**src/rtl/rv_lsu_if.sv**
```systemverilog
// Request, response and memory-bus bundle for rv_lsu.
// slave = the LSU itself; master = the core and memory side that drives it.
interface rv_lsu_if #(
  parameter int XLEN = 32
) ();
  localparam int B = XLEN / 8;

  logic            req_valid;
  logic            req_ready;
  logic            req_we;
  logic [2:0]      req_funct3;
  logic [31:0]     req_addr;
  logic [XLEN-1:0] req_wdata;

  logic            rsp_valid;
  logic [XLEN-1:0] rsp_rdata;
  logic            rsp_fault;
  logic [3:0]      rsp_cause;

  logic            mem_req;
  logic [31:0]     mem_addr;
  logic [B-1:0]    mem_wstrb;
  logic [XLEN-1:0] mem_wdata;
  logic            mem_gnt;
  logic            mem_rvalid;
  logic [XLEN-1:0] mem_rdata;

  modport slave (
    input  req_valid, req_we, req_funct3, req_addr, req_wdata,
    output req_ready,
    output rsp_valid, rsp_rdata, rsp_fault, rsp_cause,
    output mem_req, mem_addr, mem_wstrb, mem_wdata,
    input  mem_gnt, mem_rvalid, mem_rdata
  );

  modport master (
    output req_valid, req_we, req_funct3, req_addr, req_wdata,
    input  req_ready,
    input  rsp_valid, rsp_rdata, rsp_fault, rsp_cause,
    input  mem_req, mem_addr, mem_wstrb, mem_wdata,
    output mem_gnt, mem_rvalid, mem_rdata
  );
endinterface

```
**src/rtl/rv_lsu.sv**
```systemverilog
// RISC-V load/store unit: one outstanding request, one or two bus beats per access.
// Define RV_LSU_MISALIGN_EN to serve misaligned accesses instead of trapping them.
module rv_lsu #(
  parameter int          XLEN     = 32,
  parameter logic [31:0] MEM_BASE = 32'h8000_0000,
  parameter logic [31:0] MEM_SIZE = 32'h0080_0000
) (
  input logic     clk,
  input logic     rst,
  rv_lsu_if.slave bus
);
  // state  | meaning
  // IDLE   | waiting for a request (req_ready = 1)
  // ISSUE0 | first beat presented on the bus until granted
  // WAIT0  | first beat granted, waiting for completion
  // ISSUE1 | second beat of a word-crossing access
  // WAIT1  | second beat granted, waiting for completion
  // RESP   | one-cycle response pulse
  localparam int B    = XLEN / 8;
  localparam int OFFW = $clog2(B);

  typedef enum logic [2:0] {IDLE, ISSUE0, WAIT0, ISSUE1, WAIT1, RESP} state_e;
  state_e state_q, state_d;

  logic              we_q, uns_q, fault_q, split_q;
  logic [1:0]        size_q;
  logic [3:0]        cause_q;
  logic [31:0]       addr_q;
  logic [XLEN-1:0]   wdata_q;
  logic [2*XLEN-1:0] rbuf_q;

  logic [3:0]        req_nbytes;
  logic [32:0]       req_end, mem_lim;
  logic              req_oob, req_split, req_fault;
  logic [3:0]        req_cause;
`ifdef RV_LSU_MISALIGN_EN
`else
  logic [2:0]        req_amask;
  logic              req_misal;
`endif

  always_comb begin
    req_nbytes = 4'd1 << bus.req_funct3[1:0];
    // 33-bit end address so a wrap past 4 GiB shows up in bit 32
    req_end    = {1'b0, bus.req_addr} + {29'd0, req_nbytes} - 33'd1;
    mem_lim    = {1'b0, MEM_BASE} + {1'b0, MEM_SIZE};
    req_oob    = (bus.req_addr < MEM_BASE) || req_end[32] || (req_end >= mem_lim)
                 || ((XLEN == 32) && (bus.req_funct3[1:0] == 2'd3));
`ifdef RV_LSU_MISALIGN_EN
    req_split  = (5'(bus.req_addr[OFFW-1:0]) + 5'(req_nbytes)) > 5'(B);
    req_fault  = req_oob;
    req_cause  = bus.req_we ? 4'd7 : 4'd5;
`else
    req_amask  = 3'(req_nbytes - 4'd1);
    req_misal  = (bus.req_addr[2:0] & req_amask) != 3'd0;
    req_split  = 1'b0;
    req_fault  = req_misal || req_oob;
    req_cause  = req_misal ? (bus.req_we ? 4'd6 : 4'd4) : (bus.req_we ? 4'd7 : 4'd5);
`endif
  end

  logic [OFFW-1:0]   off;
  logic [31:0]       base;
  logic [2*B-1:0]    strb_w;
  logic [2*XLEN-1:0] wdata_sh, wdata_w, rsh;
  logic [XLEN-1:0]   ld_ext;
  logic              ld_sgn;
  int                nbits;

  // Lanes are laid out over a two-word window: low half = beat 0, high half = beat 1.
  always_comb begin
    off      = addr_q[OFFW-1:0];
    base     = {addr_q[31:OFFW], {OFFW{1'b0}}};
    wdata_sh = {{XLEN{1'b0}}, wdata_q} << {off, 3'b000};
    for (int i = 0; i < 2*B; i++) begin
      strb_w[i]         = (i >= int'(off)) && (i < int'(off) + (1 << size_q));
      wdata_w[8*i +: 8] = strb_w[i] ? wdata_sh[8*i +: 8] : 8'h00;
    end
    rsh   = rbuf_q >> {off, 3'b000};
    nbits = 8 << size_q;
    case (size_q)
      2'd0:    ld_sgn = rsh[7];
      2'd1:    ld_sgn = rsh[15];
      2'd2:    ld_sgn = rsh[31];
      default: ld_sgn = rsh[XLEN-1];
    endcase
    for (int i = 0; i < XLEN; i++)
      ld_ext[i] = (i < nbits) ? rsh[i] : (!uns_q && ld_sgn);
  end

  always_comb begin
    bus.req_ready = (state_q == IDLE) && !rst;
    bus.mem_req   = 1'b0;
    bus.mem_addr  = '0;
    bus.mem_wstrb = '0;
    bus.mem_wdata = '0;
    if (state_q == ISSUE0) begin
      bus.mem_req  = 1'b1;
      bus.mem_addr = base;
      if (we_q) begin
        bus.mem_wstrb = strb_w[B-1:0];
        bus.mem_wdata = wdata_w[XLEN-1:0];
      end
    end else if (state_q == ISSUE1) begin
      bus.mem_req  = 1'b1;
      bus.mem_addr = base + 32'(B);
      if (we_q) begin
        bus.mem_wstrb = strb_w[2*B-1:B];
        bus.mem_wdata = wdata_w[2*XLEN-1:XLEN];
      end
    end
    bus.rsp_valid = (state_q == RESP);
    bus.rsp_fault = (state_q == RESP) && fault_q;
    bus.rsp_cause = ((state_q == RESP) && fault_q) ? cause_q : 4'd0;
    bus.rsp_rdata = ((state_q == RESP) && !fault_q && !we_q) ? ld_ext : '0;
  end

  always_comb begin
    state_d = state_q;
    unique case (state_q)
      IDLE:    if (bus.req_valid)  state_d = req_fault ? RESP : ISSUE0;
      ISSUE0:  if (bus.mem_gnt)    state_d = WAIT0;
      WAIT0:   if (bus.mem_rvalid) state_d = split_q ? ISSUE1 : RESP;
      ISSUE1:  if (bus.mem_gnt)    state_d = WAIT1;
      WAIT1:   if (bus.mem_rvalid) state_d = RESP;
      RESP:    state_d = IDLE;
      default: state_d = IDLE;
    endcase
  end

  always_ff @(posedge clk or posedge rst) begin
    if (rst) begin
      state_q <= IDLE;
      we_q    <= 1'b0;
      uns_q   <= 1'b0;
      fault_q <= 1'b0;
      split_q <= 1'b0;
      size_q  <= 2'd0;
      cause_q <= 4'd0;
      addr_q  <= '0;
      wdata_q <= '0;
      rbuf_q  <= '0;
    end else begin
      state_q <= state_d;
      if (state_q == IDLE && bus.req_valid) begin
        we_q    <= bus.req_we;
        uns_q   <= bus.req_funct3[2];
        size_q  <= bus.req_funct3[1:0];
        addr_q  <= bus.req_addr;
        wdata_q <= bus.req_wdata;
        fault_q <= req_fault;
        cause_q <= req_cause;
        split_q <= req_split;
        rbuf_q  <= '0;
      end
      if (state_q == WAIT0 && bus.mem_rvalid) rbuf_q[XLEN-1:0]      <= bus.mem_rdata;
      if (state_q == WAIT1 && bus.mem_rvalid) rbuf_q[2*XLEN-1:XLEN] <= bus.mem_rdata;
    end
  end
endmodule

```
**src/flat_wrapper.sv**
```systemverilog
// flat-port wrapper written by rule: the top's interface ports become plain ports
module rv_lsu_flat 
#(
  parameter int          XLEN     = 32,
  parameter logic [31:0] MEM_BASE = 32'h8000_0000,
  parameter logic [31:0] MEM_SIZE = 32'h0080_0000
)
  (clk, rst, bus_req_valid, bus_req_we, bus_req_funct3, bus_req_addr, bus_req_wdata, bus_req_ready, bus_rsp_valid, bus_rsp_rdata, bus_rsp_fault, bus_rsp_cause, bus_mem_req, bus_mem_addr, bus_mem_wstrb, bus_mem_wdata, bus_mem_gnt, bus_mem_rvalid, bus_mem_rdata);
  rv_lsu_if #(.XLEN(XLEN)) bus_i ();
  input logic clk;
  input logic rst;
  input wire logic [$bits(bus_i.req_valid)-1:0] bus_req_valid;
  input wire logic [$bits(bus_i.req_we)-1:0] bus_req_we;
  input wire logic [$bits(bus_i.req_funct3)-1:0] bus_req_funct3;
  input wire logic [$bits(bus_i.req_addr)-1:0] bus_req_addr;
  input wire logic [$bits(bus_i.req_wdata)-1:0] bus_req_wdata;
  output wire logic [$bits(bus_i.req_ready)-1:0] bus_req_ready;
  output wire logic [$bits(bus_i.rsp_valid)-1:0] bus_rsp_valid;
  output wire logic [$bits(bus_i.rsp_rdata)-1:0] bus_rsp_rdata;
  output wire logic [$bits(bus_i.rsp_fault)-1:0] bus_rsp_fault;
  output wire logic [$bits(bus_i.rsp_cause)-1:0] bus_rsp_cause;
  output wire logic [$bits(bus_i.mem_req)-1:0] bus_mem_req;
  output wire logic [$bits(bus_i.mem_addr)-1:0] bus_mem_addr;
  output wire logic [$bits(bus_i.mem_wstrb)-1:0] bus_mem_wstrb;
  output wire logic [$bits(bus_i.mem_wdata)-1:0] bus_mem_wdata;
  input wire logic [$bits(bus_i.mem_gnt)-1:0] bus_mem_gnt;
  input wire logic [$bits(bus_i.mem_rvalid)-1:0] bus_mem_rvalid;
  input wire logic [$bits(bus_i.mem_rdata)-1:0] bus_mem_rdata;
  assign bus_i.req_valid = bus_req_valid;
  assign bus_i.req_we = bus_req_we;
  assign bus_i.req_funct3 = bus_req_funct3;
  assign bus_i.req_addr = bus_req_addr;
  assign bus_i.req_wdata = bus_req_wdata;
  assign bus_req_ready = bus_i.req_ready;
  assign bus_rsp_valid = bus_i.rsp_valid;
  assign bus_rsp_rdata = bus_i.rsp_rdata;
  assign bus_rsp_fault = bus_i.rsp_fault;
  assign bus_rsp_cause = bus_i.rsp_cause;
  assign bus_mem_req = bus_i.mem_req;
  assign bus_mem_addr = bus_i.mem_addr;
  assign bus_mem_wstrb = bus_i.mem_wstrb;
  assign bus_mem_wdata = bus_i.mem_wdata;
  assign bus_i.mem_gnt = bus_mem_gnt;
  assign bus_i.mem_rvalid = bus_mem_rvalid;
  assign bus_i.mem_rdata = bus_mem_rdata;
  rv_lsu #(.XLEN(XLEN), .MEM_BASE(MEM_BASE), .MEM_SIZE(MEM_SIZE)) u_core (.clk(clk), .rst(rst), .bus(bus_i));
endmodule
```
**config.mk**
```make
export PLATFORM = sky130hd
export DESIGN_NAME = rv_lsu_flat
export DESIGN_NICKNAME = d
export VERILOG_FILES = /design/src/rtl/rv_lsu_if.sv /design/src/rtl/rv_lsu.sv /design/src/flat_wrapper.sv
export SDC_FILE = /design/constraint.sdc
export NUM_CORES = 1
export LEC_CHECK = 0
export ABC_AREA = 1
export CAP_MARGIN = 40
export CELL_PAD_IN_SITES_DETAIL_PLACEMENT = 0
export CELL_PAD_IN_SITES_GLOBAL_PLACEMENT = 2
export CORE_UTILIZATION = 38
export DETAILED_ROUTE_END_ITERATION = 8
export DONT_BUFFER_PORTS = 1
export HOLD_SLACK_MARGIN = 0.08
export MAX_ROUTING_LAYER = met4
export PLACE_DENSITY_LB_ADDON = 0.25
export SLEW_MARGIN = 20
export SYNTH_ARGS = -nofsm -noshare
export SYNTH_HDL_FRONTEND = slang
export SYNTH_SLANG_ARGS = --single-unit
```
**constraint.sdc**
```tcl
create_clock -name clk -period 13.3 [get_ports clk]
set_input_delay 2.66 -clock clk [delete_from_list [all_inputs] [get_ports clk]]
set_output_delay 2.66 -clock clk [all_outputs]
set_load 0.01 [all_outputs]
```
==> impl_metrics.ini <==
[critical_path]
worstSetupStartpointType = flip-flop
highest_fanout_seen_on_the_critical_path = 51
worstReg2RegEnd = u_core.rbuf_q[15]
worst_ep_required_time_ns = 10.64
rr_startpoint = u_core.state_q[1]
worstSetupEndpointType = primary output
regToRegSetupSlack_ns = 10.70
reg2regPathDepth = 7
worst_ep_arrival_time_ns = 3.86
category_of_the_critical_setup_timing_path = flip-flop to primary output

[cts]
postCtsSetupBuffers = 0
post_cts_hold_buffer_count = 0
cts_max_path_buffers = 2
clock_sink_count = 130
number_of_buffers_created_by_cts = 17
cts_tree = built
clock_tree.htree_level_count = 4
cts_root_buf = clkbuf_16
clock_latency_ns = 0.42
cts.reportedPaths.clkPinSlew_ns = 0.06
post_cts_resize_count = 0

[timing]
finalWorstPathRequiredPeriod_ns = 6.52
fin_hold_ws_ns = 0.455
timing.final.hold_violations = 0
achievable-frequency_mhz = 153
setup-tns-final_ns = 0
final_setup_violation_count = 0
finalMaxSlewViolations = 0
maxSlewHeadroom_pct = 50.1
layout_worst_path_cycle_share_pct = 49.0
worst_clock_skew_ns = 0.0147
worst_pin_slew_ns = 0.739
grt_setup_unrepaired = no

[detailed_routing]
ant_nets = 0
drt_iter0_drc = 823
post_drt_via_cell_ratio = 5.19
vias = 9557
drt-wirelength-per-cell_microns = 18.1
drt_first_pass_iters = 5
drt_wl_total_mm = 33.3
drc = 0

[grt]
grt_antenna_before_repair = 0
track_usage_pct = 25.4
grt_first_pass_wirelength_mm = 50.7
grt.overflow.total = 0
grt_max_degree = 61
first_global_vias = 9094

[die]
die_y_microns = 165
io_pins = 213
placement_rows = 59
core_sq_um = 26000
floorplan.die_area_sq_um = 27100
die-width_microns = 165
starting_density_of_the_core_pct = 38.7

[placement]
gp_congestion = 0.898
io_buffers = 0
post_dp_hpwl_mm = 26.2
placement.cell_area_sq_um = 10400

[pwr]
peakVddDrop_uv = 110
power_density_nw_per_um2 = 209
static-leakage-power_nw = 5.43

[synth]
synth_edf_count = 0
netlist_area_sq_um = 10100
synth_cell_types = 54
synth-seq-cells = 130
syn_inst = 1526
synthArstFlopShare_pct = 100
ys_warn_count = 0
syn_avg_cell_area_sq_um = 6.59
ys_seq_area_share_pct = 32.4
ys.flop_type = dfrtp_1

[status]
run_status = complete, no violations

[final_layout]
layout-drive-gt1-share_pct = 7.23
antenna_diode_count = 0
finish.instance_area_sq_um = 11000
layout-area-overhead-vs-synth_pct = 9.01
final_net_count = 1641
final.fill_count = 2892

[hold_path]
timing.hold.worst_endpoint = u_core.cause_q[2]
worst_hold_path_type = flip-flop to flip-flop
hold_path_startpoint = u_core.cause_q[2]
holdPathStages = 2

[run]
maxCapViolations = 0
power breakdown:
part	switching, mW	internal, mW	leakage, nW
Combinational	0.737	0.338	3.48
Clock	0.183	0.287	0.280
Sequential	0.175	0.576	1.67
Total	1.09	1.20	5.43
sequential cells by signal, indices dropped and copies added, names as in the netlist:
signal          flops
u_core.cause_q      3
u_core.state_q      3
u_core.wdata_q     32
u_core.addr_q      32
u_core.uns_q        1
u_core.rbuf_q      56
u_core.size_q       2
u_core.fault_q      1
cell families (layout without fill, tap and decap cells):
family | after synthesis | after routing | share of synthesized area (%)
and+or+nand+nor | 655 | 655 | 27.9
buffers and inverters | 349 | 328 | 13.5
AOI/OAI and AO/OA | 340 | 340 | 20.1
DFF | 130 | 130 | 32.4
adders and majority gates | 42 | 42 | 5.38
xor gates and xnor gates | 9 | 9 | 0.784
other | 1 | 3 | 0.0373
per-stage QoR:
step           std cells  power, mW  worst slack (ns)  utilization (%)
2_1_floorplan       1528       1.51              7.17                -
3_3_place_gp        1804       1.80              7.30             39.5
3_5_place_dp        1809       1.82              7.25             39.9
4_1_cts             1841       2.30              6.80             42.1
5_1_grt             1842       2.49              6.55             42.2
6_report            1842       2.30              6.78             42.2
cell usage in the layout, fill, tap and decap left out, drive strengths merged, types with 40 or more instances in the layout:
master and n:
nand2 412, inv 284, o21ai 153, nor2 134, dfrtp 130, o22ai 69
a21oi 57, nand3 55, ha 40
worst max-delay path by stage:
stage	to	start	depth (start not counted)	slack (ns)
3_5_place_dp	bus_rsp_rdata[11]	u_core.addr_q[0]	9	7.25
3_3_place_gp	bus_rsp_rdata[11]	u_core.addr_q[0]	9	7.30
4_1_cts	bus_rsp_rdata[11]	u_core.addr_q[0]	9	6.80
2_1_floorplan	u_core.addr_q[0]	rst	1	7.17
6_report	bus_rsp_rdata[11]	u_core.addr_q[0]	9	6.78
5_1_grt	bus_rsp_rdata[15]	u_core.addr_q[0]	9	6.55
metal layers:
metal,vias to the layer above,wire length (microns),global-route usage [%],share of wire (%)
li1,4863,-,-,-
met1,4374,14400,31.5,43
met2,295,15800,41.7,48
met3,25,2540,6.13,7.6
met4,0,498,5.92,1.5
met5,-,0,-,0
worst max-delay path, stage by stage, from the launching register on:
cell and delay [ns]:
dfrtp_2 0.73, buf_4 0.49, inv_1 0.41, nor2_1 0.32, inv_1 0.29, o221ai_2 0.23, a221oi_1 0.10, or2_1 0.27
o21ai_2 0.39, nor2_1 0.18
layout make-up:
| class | count | area (sq um) | share of cell area (%) |
|---|---|---|---|
| Multi-Input combinational cell | 1049 | 5460 | 49.9 |
| Sequential cell | 130 | 3250 | 29.7 |
| Inverter | 284 | 1070 | 9.77 |
| Clock buffer | 21 | 460 | 4.20 |
| Tap cell | 335 | 419 | 3.82 |
| Timing Repair Buffer | 12 | 163 | 1.48 |
| Clock inverter | 11 | 128 | 1.16 |
synth_stat cells, drive strengths merged, types with 2 or more instances:
master / count / area [sq um]
a21oi: 57 / 285
o221ai: 17 / 155
nor4: 4 / 52.6
a22o: 2 / 17.5
nor2: 134 / 566
o32ai: 2 / 32.5
buf: 25 / 140
nand4: 9 / 81.3
xnor2: 3 / 26.3
inv: 282 / 1060
o21ai: 153 / 769
o211ai: 2 / 20.0
dfrtp: 130 / 3250
or2: 14 / 87.6
o21a: 4 / 30.0
a221oi: 3 / 26.3
clkbuf: 40 / 150
ha: 40 / 500
o41ai: 9 / 78.8
xor2: 6 / 52.6
nand3: 55 / 285
o22ai: 69 / 432
a32o: 3 / 30.0
o31ai: 12 / 95.1
nand2: 412 / 1570
a31oi: 5 / 31.3
fa: 2 / 40.0
nor3: 21 / 120
clkinv: 2 / 7.51
nand3b: 4 / 30.0
No activity file was read; power rests on OpenSTA's default activity.
